[config.mk]
export PLATFORM = sky130hd
export DESIGN_NAME = cdb_arbiter_flat
export DESIGN_NICKNAME = d
export VERILOG_FILES = /design/src/rtl/cpu_pkg.sv /design/src/rtl/cdb_arbiter_if.sv /design/src/rtl/cdb_src_fifo.sv /design/src/rtl/cdb_arbiter.sv /design/src/flat_wrapper.sv
export SDC_FILE = /design/constraint.sdc
export NUM_CORES = 1
export LEC_CHECK = 0
export ABC_CLOCK_PERIOD_IN_PS = 3800
export BUFFER_PORTS_ARGS = -buffer_cell sky130_fd_sc_hd__buf_2
export CORE_UTILIZATION = 40
export DETAILED_ROUTE_END_ITERATION = 7
export PLACE_DENSITY = 0.57
export SLEW_MARGIN = 20
export SYNTH_ARGS = -nofsm -noshare
export SYNTH_HDL_FRONTEND = slang
export SYNTH_SLANG_ARGS = --single-unit
[constraint.sdc]
create_clock -name clk_in -period 3.8 [get_ports clk_in]
set_input_delay 0.76 -clock clk_in [delete_from_list [all_inputs] [get_ports clk_in]]
set_output_delay 0.76 -clock clk_in [all_outputs]
set_load 0.05 [all_outputs]
[src/rtl/cpu_pkg.sv]
// Shared CPU-wide constants and the CDB result record used by the
// result-bus arbiter and its source queues.
package cpu_pkg;

  localparam int ROB_ID_W  = 5;
  localparam int DATA_W    = 32;
  localparam int CDB_SRC_W = 3;

  // Level of rst_in that resets the core.
  localparam logic RST_ACTIVE = 1'b0;

  typedef struct packed {
    logic [ROB_ID_W-1:0] rob_id;
    logic [DATA_W-1:0]   value;
  } cdb_result_t;

  localparam int CDB_RESULT_W = $bits(cdb_result_t);

endpackage

[src/rtl/cdb_arbiter_if.sv]
// Result-source and CDB broadcast signals of the arbiter.
// The master side offers results and consumes the broadcast; the slave side is the arbiter.
interface cdb_arbiter_if #(
  parameter int NUM_SRC  = 3,
  parameter int ROB_ID_W = cpu_pkg::ROB_ID_W,
  parameter int DATA_W   = cpu_pkg::DATA_W
);

  logic [NUM_SRC-1:0]          _src_valid;
  logic [NUM_SRC-1:0]          _src_ready;
  logic [NUM_SRC*ROB_ID_W-1:0] _src_rob_id;
  logic [NUM_SRC*DATA_W-1:0]   _src_value;

  logic                        _cdb_ready;
  logic [ROB_ID_W-1:0]         _cdb_rob_id;
  logic [DATA_W-1:0]           _cdb_value;
  logic [2:0]                  _cdb_src;

  modport master (
    output _src_valid, _src_rob_id, _src_value,
    input  _src_ready, _cdb_ready, _cdb_rob_id, _cdb_value, _cdb_src
  );

  modport slave (
    input  _src_valid, _src_rob_id, _src_value,
    output _src_ready, _cdb_ready, _cdb_rob_id, _cdb_value, _cdb_src
  );

endinterface

[src/rtl/cdb_src_fifo.sv]
// Per-source result queue: small circular FIFO with occupancy count and flush.
// Push and pop are pre-qualified by the arbiter; flush empties the queue.
module cdb_src_fifo #(
  parameter int DEPTH = 2,
  parameter int WIDTH = cpu_pkg::CDB_RESULT_W
) (
  input  logic                   clk_in,
  input  logic                   rst_in,
  input  logic                   flush,
  input  logic                   push,
  input  logic                   pop,
  input  logic [WIDTH-1:0]       wdata,
  output logic [WIDTH-1:0]       rdata,
  output logic [$clog2(DEPTH):0] count
);

  import cpu_pkg::*;

  localparam int PTR_W = $clog2(DEPTH);

  logic [WIDTH-1:0] mem [DEPTH];
  logic [PTR_W-1:0] rd_ptr;
  logic [PTR_W-1:0] wr_ptr;

  // NOTE: sequential state is updated with non-blocking assignments so every
  // register samples the pre-edge values, independent of statement order.
  always_ff @(posedge clk_in) begin
    if (rst_in == RST_ACTIVE || flush) begin
      rd_ptr <= '0;
      wr_ptr <= '0;
      count  <= '0;
    end else begin
      if (push) wr_ptr <= wr_ptr + 1'b1;
      if (pop)  rd_ptr <= rd_ptr + 1'b1;
      case ({push, pop})
        2'b10:   count <= count + 1'b1;
        2'b01:   count <= count - 1'b1;
        default: count <= count;
      endcase
    end
  end

  // NOTE: storage is deliberately not reset; count gates every read, so stale
  // contents are never observed and the array can map onto plain flops/RAM.
  always_ff @(posedge clk_in) begin
    if (push) mem[wr_ptr] <= wdata;
  end

  assign rdata = mem[rd_ptr];

endmodule

[src/rtl/cdb_arbiter.sv]
// Round-robin arbiter sharing the CDB among NUM_SRC result producers, one broadcast per cycle.
// Optional statistics counters are built when CDB_ARB_STATS_EN is defined.
module cdb_arbiter #(
  parameter int NUM_SRC  = 3,
  parameter int DEPTH    = 2,
  parameter int ROB_ID_W = cpu_pkg::ROB_ID_W,
  parameter int DATA_W   = cpu_pkg::DATA_W
) (
  input  logic                     clk_in,
  input  logic                     rst_in,
  input  logic                     rdy_in,
  input  logic                     _clear,
  cdb_arbiter_if.slave             bus
`ifdef CDB_ARB_STATS_EN
  ,
  output logic [NUM_SRC*32-1:0]    _stat_grant_cnt,
  output logic [31:0]              _stat_conflict_cnt
`endif
);

  import cpu_pkg::*;

  localparam int SRC_W = $clog2(NUM_SRC);
  localparam int ENT_W = ROB_ID_W + DATA_W;
  localparam int CNT_W = $clog2(DEPTH) + 1;

  logic [CNT_W-1:0]   count [NUM_SRC];
  logic [ENT_W-1:0]   head  [NUM_SRC];
  logic [NUM_SRC-1:0] cand;
  logic [NUM_SRC-1:0] push;
  logic [NUM_SRC-1:0] pop;
  logic [NUM_SRC-1:0] src_ready;

  logic [SRC_W-1:0]   last_grant;
  logic [SRC_W-1:0]   grant_idx;
  logic               grant_valid;
  logic               do_grant;
  logic [ENT_W-1:0]   head_sel;

  logic                cdb_ready_q;
  logic [ROB_ID_W-1:0] cdb_rob_id_q;
  logic [DATA_W-1:0]   cdb_value_q;
  logic [2:0]          cdb_src_q;

  // Ready looks only at the registered count, so no valid->ready path exists.
  for (genvar gi = 0; gi < NUM_SRC; gi++) begin : g_src
    assign cand[gi]      = (count[gi] != '0);
    assign src_ready[gi] = rdy_in && !_clear && (count[gi] != CNT_W'(DEPTH));
    assign push[gi]      = bus._src_valid[gi] && src_ready[gi];
    assign pop[gi]       = do_grant && (grant_idx == SRC_W'(gi));

    cdb_src_fifo #(
      .DEPTH (DEPTH),
      .WIDTH (ENT_W)
    ) u_fifo (
      .clk_in (clk_in),
      .rst_in (rst_in),
      .flush  (_clear),
      .push   (push[gi]),
      .pop    (pop[gi]),
      .wdata  ({bus._src_rob_id[gi*ROB_ID_W +: ROB_ID_W],
                bus._src_value[gi*DATA_W +: DATA_W]}),
      .rdata  (head[gi]),
      .count  (count[gi])
    );
  end

  assign bus._src_ready = src_ready;

  // NOTE: combinational logic uses blocking assignments and gives every output
  // a default first, so no path leaves a value unassigned and no latch is inferred.
  always_comb begin
    grant_valid = 1'b0;
    grant_idx   = '0;
    for (int k = 1; k <= NUM_SRC; k++) begin
      if (!grant_valid && cand[(int'(last_grant) + k) % NUM_SRC]) begin
        grant_valid = 1'b1;
        grant_idx   = SRC_W'((int'(last_grant) + k) % NUM_SRC);
      end
    end
  end

  assign do_grant = grant_valid && rdy_in && !_clear;
  assign head_sel = head[grant_idx];

  always_ff @(posedge clk_in) begin
    if (rst_in == RST_ACTIVE) begin
      cdb_ready_q  <= 1'b0;
      cdb_rob_id_q <= '0;
      cdb_value_q  <= '0;
      cdb_src_q    <= '0;
      last_grant   <= SRC_W'(NUM_SRC - 1);
    end else if (!do_grant) begin
      // Flush, freeze and idle all drop the strobe but keep the last payload.
      cdb_ready_q <= 1'b0;
    end else begin
      cdb_ready_q  <= 1'b1;
      cdb_rob_id_q <= head_sel[ENT_W-1 -: ROB_ID_W];
      cdb_value_q  <= head_sel[DATA_W-1:0];
      cdb_src_q    <= CDB_SRC_W'(grant_idx);
      last_grant   <= grant_idx;
    end
  end

  assign bus._cdb_ready  = cdb_ready_q;
  assign bus._cdb_rob_id = cdb_rob_id_q;
  assign bus._cdb_value  = cdb_value_q;
  assign bus._cdb_src    = cdb_src_q;

`ifdef CDB_ARB_STATS_EN
  logic [31:0] grant_cnt [NUM_SRC];
  logic [31:0] conflict_cnt;

  // Counters survive flushes; only reset clears them, and freeze pauses them.
  always_ff @(posedge clk_in) begin
    if (rst_in == RST_ACTIVE) begin
      for (int i = 0; i < NUM_SRC; i++) grant_cnt[i] <= '0;
      conflict_cnt <= '0;
    end else if (rdy_in) begin
      if ($countones(cand) >= 2) conflict_cnt <= conflict_cnt + 32'd1;
      if (do_grant) grant_cnt[grant_idx] <= grant_cnt[grant_idx] + 32'd1;
    end
  end

  for (genvar gs = 0; gs < NUM_SRC; gs++) begin : g_stat
    assign _stat_grant_cnt[gs*32 +: 32] = grant_cnt[gs];
  end
  assign _stat_conflict_cnt = conflict_cnt;
`endif

endmodule
[src/flat_wrapper.sv]
// flat-port wrapper written by rule: the top's interface ports become plain ports
module cdb_arbiter_flat import cpu_pkg::*;
#(
  parameter int NUM_SRC  = 3,
  parameter int DEPTH    = 2,
  parameter int ROB_ID_W = cpu_pkg::ROB_ID_W,
  parameter int DATA_W   = cpu_pkg::DATA_W
)
  (clk_in, rst_in, rdy_in, _clear, bus__src_valid, bus__src_rob_id, bus__src_value, bus__src_ready, bus__cdb_ready, bus__cdb_rob_id, bus__cdb_value, bus__cdb_src);
  cdb_arbiter_if #(.NUM_SRC(NUM_SRC), .ROB_ID_W(ROB_ID_W), .DATA_W(DATA_W)) bus_i ();
  input  logic clk_in;
  input  logic rst_in;
  input  logic rdy_in;
  input  logic _clear;
  input wire logic [$bits(bus_i._src_valid)-1:0] bus__src_valid;
  input wire logic [$bits(bus_i._src_rob_id)-1:0] bus__src_rob_id;
  input wire logic [$bits(bus_i._src_value)-1:0] bus__src_value;
  output wire logic [$bits(bus_i._src_ready)-1:0] bus__src_ready;
  output wire logic [$bits(bus_i._cdb_ready)-1:0] bus__cdb_ready;
  output wire logic [$bits(bus_i._cdb_rob_id)-1:0] bus__cdb_rob_id;
  output wire logic [$bits(bus_i._cdb_value)-1:0] bus__cdb_value;
  output wire logic [$bits(bus_i._cdb_src)-1:0] bus__cdb_src;
  assign bus_i._src_valid = bus__src_valid;
  assign bus_i._src_rob_id = bus__src_rob_id;
  assign bus_i._src_value = bus__src_value;
  assign bus__src_ready = bus_i._src_ready;
  assign bus__cdb_ready = bus_i._cdb_ready;
  assign bus__cdb_rob_id = bus_i._cdb_rob_id;
  assign bus__cdb_value = bus_i._cdb_value;
  assign bus__cdb_src = bus_i._cdb_src;
  cdb_arbiter #(.NUM_SRC(NUM_SRC), .DEPTH(DEPTH), .ROB_ID_W(ROB_ID_W), .DATA_W(DATA_W)) u_core (.clk_in(clk_in), .rst_in(rst_in), .rdy_in(rdy_in), ._clear(_clear), .bus(bus_i));
endmodule
==> flow_metrics.env, run 1 <==
export IMPL_root_buffer="clkbuf_16"
export IMPL_port_buffers=160
export IMPL_p_seq_frac=0.520
export IMPL_dr_pass1_iters=4
export IMPL_core_area_um2=26950
export IMPL_io_pins=162
export IMPL_crit_fanout=22
export IMPL_place_gp_congestion=0.8256
export IMPL_cp_required_ps=4270
export IMPL_hold_viol=0
export IMPL_path_cells="inv_1 -> ha_1 -> nor4b_1 -> a221o_1 -> nor2b_4 -> a31o_4 -> and3_4 -> ha_1 -> or3_1 -> a21oi_1"
export IMPL_worstMarginPinSlew_ps=881.5
export IMPL_slowest_delay_ps=450
export IMPL_die_y_um=167.8
export IMPL_relSlewSlack=0.4123
export IMPL_multi_input_area_um2=2993
export IMPL_rsz0062_at_grt="false"
export IMPL_p_clk_frac=0.432
export IMPL_instances_no_fill=1233
export IMPL_drt_wl_total_um=24730
export IMPL_clk_latency_ps=550
export IMPL_regToRegSetupSlack_ps=530
export IMPL_status="complete, no violations"
export IMPL_grt_pass1_wl_um=37240
export IMPL_drt_iter0_drc=354
export IMPL_critical_path_buf_inv_count=1
export IMPL_synth_top_area_frac=0.6061
export IMPL_p_switching_mw=1.340
export IMPL_drive_gt1_frac=0.3360
export IMPL_grt_pass1_vias=6462
export IMPL_synth_fp_nets=813
export IMPL_yosysUniqueCellTypes=46
export IMPL_power_leakage_nw=4.605
export IMPL_place_inst=1175
export IMPL_grt_overflow=0
export IMPL_grt_max_degree=29
export IMPL_cpLargestDelayFamily="simple AND/OR/NAND/NOR gates"
export IMPL_swShare=0.2074
export IMPL_drv_slew=0
export IMPL_cts_sinks=278
export IMPL_yosys_area_top_type="edfxtp_1"
export IMPL_nets=990
export IMPL_cts_tree="built"
export IMPL_vias=6350
export IMPL_synth_warning_count=0
export IMPL_finalSetupViolCount=0
export IMPL_syn_avg_cell_area_um2=15.96
export IMPL_viasPerCell=5.150
export IMPL_synth_area_leaders="edfxtp_1, dfxtp_1, mux2i_1"
export IMPL_p_comb_frac=0.048
export IMPL_min_period_over_period=0.8607
export IMPL_wl_per_cell_um=20.05
export IMPL_area_growth_pct=20.40
export IMPL_start_util=0.4081
export IMPL_htreeDepth=1
export IMPL_clockBufferDepth=3
export IMPL_cp_common_cell="ha_1"
export IMPL_drv_cap=0
export IMPL_drtAntennaViolNets=0
export IMPL_synth_seq_cells=278
export IMPL_ir_drop_mv=0.2865
export IMPL_regArea_um2=7791
export IMPL_path_class="flip-flop to flip-flop"
export IMPL_hold_buffers=0
export IMPL_finClkSkew_ps=19.32
export IMPL_slowest_stage="ha_1"
export IMPL_crit_path_end_kind="flip-flop"
export IMPL_drc=0
export IMPL_max_freq_mhz=305.8
export IMPL_synth_seq_area_share=0.7081
export IMPL_post_cts_buffers=0
export IMPL_cts_resized=0
export IMPL_dp_hpwl_um=16300
export IMPL_power_density_nw_per_um2=488.0
export IMPL_die_x_um=167.8
export IMPL_cp_arrival_ps=3740
export IMPL_cp_start_kind="flip-flop"
export IMPL_antenna_found_initial=4
export IMPL_clkTransAtPathRegs_ps=60
export IMPL_placementRows=60
export IMPL_numCtsBuffers=30
export IMPL_track_usage=0.1757
export IMPL_fin_crit_ps=3270
export IMPL_hold_path_class="input port to flip-flop"
export IMPL_internal_power_mw=5.122
export IMPL_syn_area_um2=11000
export IMPL_dieArea_um2=28160
export IMPL_netlist_instances=689
export IMPL_fill_cells=2322
export IMPL_setup_tns_ps=0
## path summary, 6_finish.rpt
check,from,end,depth (start not counted)
max,u_core.last_grant[0],u_core.g_src[1].u_fifo.count[1],10
min,bus__src_rob_id[6],u_core.g_src[1].u_fifo.mem[0][33],1
max reg2reg,u_core.last_grant[0],u_core.g_src[1].u_fifo.count[1],10
min reg2reg,u_core.bus._cdb_value[16],u_core.bus._cdb_value[16],2
## power by group through the flow
stage	combinational (mW)	clock, mW	sequential (mW)
detailed placement	0.313	0	3.42
global placement	0.308	0	3.42
global route	0.337	2.97	3.36
finish	0.310	2.79	3.36
floorplan	0.141	0	3.46
CTS	0.314	2.86	3.36
## synthesized netlist by cell type (all sizes together)
| cell type | number |
|---|---|
| inv | 14 |
| clkbuf | 21 |
| edfxtp | 222 |
| o21bai | 1 |
| o31a | 1 |
| a31oi | 11 |
| mux2i | 92 |
| buf | 19 |
| dfxtp | 56 |
| conb | 1 |
| or3 | 4 |
| nor3 | 3 |
| nand2 | 41 |
| o2111a | 1 |
| xnor2 | 6 |
| or2b | 1 |
| o211ai | 3 |
| a221o | 1 |
| o21a | 2 |
| a22o | 1 |
| and2 | 1 |
| nor2b | 4 |
| a31o | 1 |
| a211oi | 3 |
| nand3 | 2 |
| o221ai | 36 |
| nor2 | 24 |
| o21ba | 1 |
| o21ai | 16 |
| ha | 6 |
| nand2b | 6 |
| o32ai | 1 |
| o211a | 1 |
| a21oi | 30 |
| and3 | 1 |
| xor2 | 4 |
| mux2 | 49 |
| nor4b | 2 |
## kinds of logic after synthesis
| kind of cell | Yosys count | synth area share |
|---|---|---|
| flops | 278 | 0.7081 |
| buf+inv | 54 | 0.02435 |
| fa+ha+maj | 6 | 0.006826 |
| simple gates | 89 | 0.03743 |
| compound gates | 110 | 0.07600 |
| mux | 141 | 0.1390 |
| xor+xnor | 10 | 0.007963 |
| other cells | 1 | 0.0003410 |
## registers in the layout, summed over array words and instances, names as in the netlist, named ones only
| register | count |
|---|---|
| u_core.g_src.u_fifo.wr_ptr | 3 |
| u_core.bus._cdb_value | 32 |
| u_core.g_src.u_fifo.mem | 222 |
| u_core.g_src.u_fifo.rd_ptr | 3 |
| u_core.bus._cdb_ready | 1 |
| u_core.bus._cdb_src | 1 |
| u_core.bus._cdb_rob_id | 5 |
| u_core.g_src.u_fifo.count | 6 |
| u_core.last_grant | 2 |
## cell type report
cell class / instances / area share
diodes: 2 / 0.0003780
clock inverters: 15 / 0.009544
clock buffers: 41 / 0.06293
repair buffers: 185 / 0.07654
inverters: 14 / 0.003969
well taps: 341 / 0.03222
flip-flops and latches: 278 / 0.5884
multi-input cells: 357 / 0.2260
## layout by cell type (no fill, tap or decap), types with 6 or more instances in the layout
cell and n:
mux2i_1 92, buf_4 23, edfxtp_1 222, clkbuf_1 8, inv_1 13, dfxtp_1 53, mux2_4 15, nor2_1 18
ha_1 6, o221ai_2 11, clkinv_1 6, mux2_2 30, o21ai_0 16, nand2b_1 6, nor2_4 6, xnor2_1 6
o221ai_1 25, nand2_1 41, buf_2 160, a21oi_1 30, clkbuf_16 31, a31oi_1 11
## per-layer routing
metal / track usage / share of wire / vias to the layer above / wire (µm)
li1: - / - / 3009 / -
met1: 0.2226 / 0.43 / 3106 / 10650
met2: 0.2989 / 0.48 / 175 / 11920
met3: 0.03785 / 0.058 / 56 / 1433
met4: 0.05864 / 0.028 / 4 / 695
met5: 0 / 0.00093 / - / 23
## stage by stage
stage	hold slack (ps)	util	power [mW]	instance area (µm²)	setup slack, ps
finish	397.8	0.4913	6.462	13240	529.5
global route	384.1	0.4912	6.666	13240	291.4
CTS	372.4	0.4909	6.530	13230	555.7
detailed placement	450.9	0.4553	3.737	12270	587.1
global placement	444.2	0.4553	3.731	12270	629.9
floorplan	472.5	-	3.597	11000	-313.6
Note: power is estimated with default switching activity, not from simulation.
==> run 2, diff against run 1 <==
REMOVE_ABC_BUFFERS = 1   (was unset)
==> flow_metrics.env, run 2 (same netlist as run 1, synthesis figures left out) <==
export IMPL_status="complete, no violations"
export IMPL_drive_gt1_frac=0.3428
export IMPL_path_class="flip-flop to flip-flop"
export IMPL_instances_no_fill=1230
export IMPL_cts_resized=0
export IMPL_clk_latency_ps=550
export IMPL_hold_viol=0
export IMPL_dieArea_um2=28160
export IMPL_io_pins=162
export IMPL_cp_required_ps=4270
export IMPL_met3_length_um=1515
export IMPL_drc=0
export IMPL_power_density_nw_per_um2=495.8
export IMPL_stdcell_area_um2=13250
export IMPL_mostFrequentLayoutCells="edfxtp_1, buf_2, mux2i_1"
export IMPL_start_util=0.4081
export IMPL_place_area_um2=12230
export IMPL_finalSetupViolCount=0
export IMPL_numCtsBuffers=29
export IMPL_grt_pass1_vias=6352
export IMPL_m1WireLength_um=11740
export IMPL_worstMarginPinSlew_ps=1052
export IMPL_fin_crit_ps=3292
export IMPL_top_layer="met5"
export IMPL_worstReg2RegEnd="u_core.g_src[0].u_fifo.count[1]"
export IMPL_area_growth_pct=20.46
export IMPL_mostFrequentLayoutCell="edfxtp_1"
export IMPL_drv_cap=0
export IMPL_post_cts_buffers=0
export IMPL_drv_slew=0
export IMPL_rr_startpoint="u_core.last_grant[0]"
export IMPL_cp_arrival_ps=3760
export IMPL_place_inst=1171
export IMPL_grt_max_degree=38
export IMPL_hold_path_class="input port to flip-flop"
export IMPL_core_area_um2=26950
export IMPL_power_leakage_nw=4.612
export IMPL_die_y_um=167.8
export IMPL_ir_drop_mv=0.3630
export IMPL_clockBufferDepth=3
export IMPL_largest_register_ffs=222
export IMPL_antenna_found_initial=6
export IMPL_htreeDepth=1
export IMPL_dp_hpwl_um=16170
export IMPL_met2WireLength_um=11400
export IMPL_drt_iter0_drc=407
export IMPL_setup_worst_path_end="u_core.g_src[0].u_fifo.count[1]"
export IMPL_cts_sinks=278
export IMPL_viasPerCell=5.183
export IMPL_grt_pass1_wl_um=37660
export IMPL_relSlewSlack=0.2987
export IMPL_crit_path_end_kind="flip-flop"
export IMPL_dpl_worst_slack_ps=591.8
export IMPL_regToRegSetupSlack_ps=510
export IMPL_min_period_over_period=0.8662
export IMPL_worst_r2r_cell_count=10
export IMPL_wl_per_cell_um=20.37
export IMPL_finClkSkew_ps=23.24
export IMPL_crit_fanout=12
export IMPL_cp_start_kind="flip-flop"
export IMPL_clkTransAtPathRegs_ps=60
export IMPL_grt_overflow=0
export IMPL_crit_start="u_core.last_grant[0]"
export IMPL_rsz0062_at_grt="false"
export IMPL_die_x_um=167.8
export IMPL_root_buffer="clkbuf_16"
export IMPL_drt_wl_total_um=25050
export IMPL_nets=985
export IMPL_placementRows=60
export IMPL_max_freq_mhz=303.8
export IMPL_largest_register="u_core.g_src.u_fifo.mem"
export IMPL_hold_buffers=0
export IMPL_dr_pass1_iters=4
export IMPL_drtAntennaViolNets=0
export IMPL_fin_ws_ps=508.3
export IMPL_track_usage=0.1786
export IMPL_min_from="bus__src_value[6]"
export IMPL_port_buffers=160
export IMPL_vias=6375
export IMPL_place_gp_congestion=0.8307
export IMPL_cts_tree="built"
==> run 2: critical path, stage by stage (launching register included) <==
cell	delay, ps
dfxtp_1	380
inv_1	80
ha_1	500
o21ba_2	210
o31a_1	230
nor3_1	260
nand2_1	330
o2111a_1	390
ha_1	320
or3_1	380
a21oi_1	140
==> run 2: area by class of cell <==
class / count / area [µm²]
Antenna cell: 5 / 12.51
Clock buffer: 40 / 847.1
Clock inverter: 14 / 148.9
Fill cell: 2286 / 13700
Inverter: 14 / 52.55
Multi-Input combinational cell: 357 / 2998
Sequential cell: 278 / 7791
Tap cell: 341 / 426.7
Timing Repair Buffer: 181 / 970.9
==> run 2: where the power goes <==
| group | switching, mW | total [mW] | internal, mW |
|---|---|---|---|
| Clock | 1.14 | 2.90 | 1.75 |
| Combinational | 0.194 | 0.311 | 0.117 |
| Sequential | 0.0207 | 3.36 | 3.34 |
==> run 2: per-layer routing <==
| metal | global-route usage | vias up |
|---|---|---|
| met1 | 0.2454 | 3161 |
| met4 | 0.03789 | 2 |
| li1 | - | 2995 |
| met2 | 0.2895 | 178 |
| met3 | 0.04090 | 39 |
| met5 | 0 | - |
==> run 2: stage by stage <==
stage	utilization	hold slack, ps	power, mW	TNS (ps)
floorplan	-	472.5	3.587	-69620
global placement	0.4539	440.2	3.735	0
detailed placement	0.4539	449.7	3.740	0
CTS	0.4909	380.0	6.623	0
global route	0.4911	377.3	6.776	0
finish	0.4916	395.4	6.568	0
==> run 2: worst min path at each step <==
stage | end | slack [ps] | depth (start not counted)
after floorplan | flip-flop | 470 | 2
after global placement | u_core.bus._cdb_value[22] | 440 | 2
after detailed placement | u_core.bus._cdb_value[19] | 450 | 2
after CTS | u_core.g_src[0].u_fifo.mem[1][24] | 380 | 1
after global routing | u_core.g_src[0].u_fifo.mem[0][6] | 380 | 1
final | u_core.g_src[0].u_fifo.mem[0][6] | 400 | 1
==> run 3, diff against run 2 <==
RECOVER_POWER = 100   (was unset)
==> flow_metrics.env, run 3 (same netlist as run 1, synthesis figures left out) <==
export IMPL_numCtsBuffers=29
export IMPL_drt_wl_total_um=25110
export IMPL_drive_gt1_frac=0.1900
export IMPL_multi_input_area_um2=2879
export IMPL_wl_per_cell_um=20.43
export IMPL_placementRows=60
export IMPL_drtAntennaViolNets=0
export IMPL_hold_path_class="input port to flip-flop"
export IMPL_ir_drop_mv=0.3656
export IMPL_instances_no_fill=1229
export IMPL_cp_required_ps=3950
export IMPL_crit_start="_clear"
export IMPL_core_area_um2=26950
export IMPL_root_buffer="clkbuf_16"
export IMPL_mostFrequentLayoutCell="edfxtp_1"
export IMPL_place_gp_congestion=0.8307
export IMPL_viasPerCell=5.186
export IMPL_cts_resized=0
export IMPL_final_util=0.4803
export IMPL_regToRegSetupSlack_ps=500
export IMPL_fin_crit_ps=3343
export IMPL_dp_hpwl_um=16170
export IMPL_worstMarginPinSlew_ps=1524
export IMPL_min_from="bus__src_value[65]"
export IMPL_cp_arrival_ps=3490
export IMPL_status="complete, but fails checks"
export IMPL_grt_pass1_vias=6352
export IMPL_clk_latency_ps=550
export IMPL_largest_register_ffs=222
export IMPL_grt_overflow=0
export IMPL_antenna_found_initial=5
export IMPL_rsz0062_at_grt="false"
export IMPL_hold_slack_ps=395.8
export IMPL_mostFrequentLayoutCells="edfxtp_1, clkbuf_1, mux2i_1"
export IMPL_power_density_nw_per_um2=505.6
export IMPL_hold_buffers=0
export IMPL_holdPathStages=1
export IMPL_slowest_delay_ps=1010
export IMPL_path_cells="clkbuf_1 -> nand2b_1 -> a21oi_1 -> nand2_1 -> nor2_1 -> clkbuf_1"
export IMPL_cts_tree="built"
export IMPL_cp_start_kind="input port"
export IMPL_start_util=0.4081
export IMPL_worst_r2r_cell_count=10
export IMPL_crit_path_end_kind="flip-flop"
export IMPL_violations="capacitance limit, slew limit"
export IMPL_path_class="input port to flip-flop"
export IMPL_finClkSkew_ps=24.02
export IMPL_area_growth_pct=17.70
export IMPL_grt_pass1_wl_um=37660
export IMPL_place_inst=1171
export IMPL_clkTransAtPathRegs_ps=60
export IMPL_finalSetupViolCount=0
export IMPL_grt_max_degree=38
export IMPL_port_buffers=160
export IMPL_dieArea_um2=28160
export IMPL_vias=6374
export IMPL_rr_startpoint="u_core.last_grant[0]"
export IMPL_cp_common_cell="clkbuf_1"
export IMPL_track_usage=0.1786
export IMPL_clockBufferDepth=3
export IMPL_max_freq_mhz=299.2
export IMPL_slowest_stage="nor2_1"
export IMPL_post_cts_buffers=0
export IMPL_min_period_over_period=0.8797
export IMPL_worstReg2RegEnd="u_core.g_src[0].u_fifo.count[1]"
export IMPL_nets=985
export IMPL_htreeDepth=1
export IMPL_fin_ws_ps=457.2
export IMPL_crit_fanout=14
export IMPL_fill_cells=2382
export IMPL_dr_pass1_iters=4
export IMPL_drv_cap=1
export IMPL_hold_viol=0
export IMPL_power_leakage_nw=4.177
export IMPL_drc=0
export IMPL_die_y_um=167.8
export IMPL_drv_slew=24
export IMPL_dpl_worst_slack_ps=591.8
export IMPL_largest_register="u_core.g_src.u_fifo.mem"
export IMPL_io_pins=162
export IMPL_die_x_um=167.8
export IMPL_hold_path_end="u_core.g_src[2].u_fifo.mem[1][1]"
export IMPL_relSlewSlack=-0.01591
export IMPL_regArea_um2=7791
export IMPL_drt_iter0_drc=376
export IMPL_cts_sinks=278
[run 3: changes by cell type in the layout (fill, tap and decap cells not counted), sizes merged]
cell	before	now
buf	181	67
clkbuf	40	154
diode	5	4
[run 3: worst max-delay path, delay by kind of cell]
family,cells,cell delay (ps)
compound gates,1,230
buf+inv,2,980
simple gates,3,1510
[run 3: cell type report]
type	count	share of cell area
antenna	4	0.0007732
clock buffer	40	0.06544
clock inverter	14	0.01150
inverter	14	0.004060
multi-input combinational	357	0.2224
sequential	278	0.6019
tap	341	0.03296
timing repair buffer	181	0.06099
[run 3: through the flow]
stage          total power [mW]  cell area (µm²)  setup TNS, ps
6_report                  6.545            12940              0
5_1_grt                   6.753            12930              0
4_1_cts                   6.623            13230              0
3_5_place_dp              3.740            12230              0
3_3_place_gp              3.735            12230              0
2_1_floorplan             3.587            10780         -69620
[run 3: how the worst max path moves through the flow]
stage	end	slack, ps	cells after the start
detailed placement	u_core.g_src[0].u_fifo.count[1]	590	10
global route	u_core.g_src[2].u_fifo.mem[0][13]	240	6
finish	u_core.g_src[2].u_fifo.mem[0][15]	460	6
CTS	u_core.g_src[0].u_fifo.count[1]	580	10
floorplan	u_core.g_src[1].u_fifo.mem[0][0]	-310	4
global placement	u_core.g_src[0].u_fifo.count[1]	640	10
[run 3: layer usage]
metal,up-vias,wire [µm],global-route usage
li1,2997,-,-
met1,3134,11590,0.2454
met2,202,11380,0.2895
met3,39,1747,0.04090
met4,2,374,0.03789
met5,-,17,0
[run 3: power by group]
group | switching [mW] | internal [mW]
clock | 1.14 | 1.75
combinational | 0.191 | 0.0957
sequential | 0.0209 | 3.34
total | 1.35 | 5.19
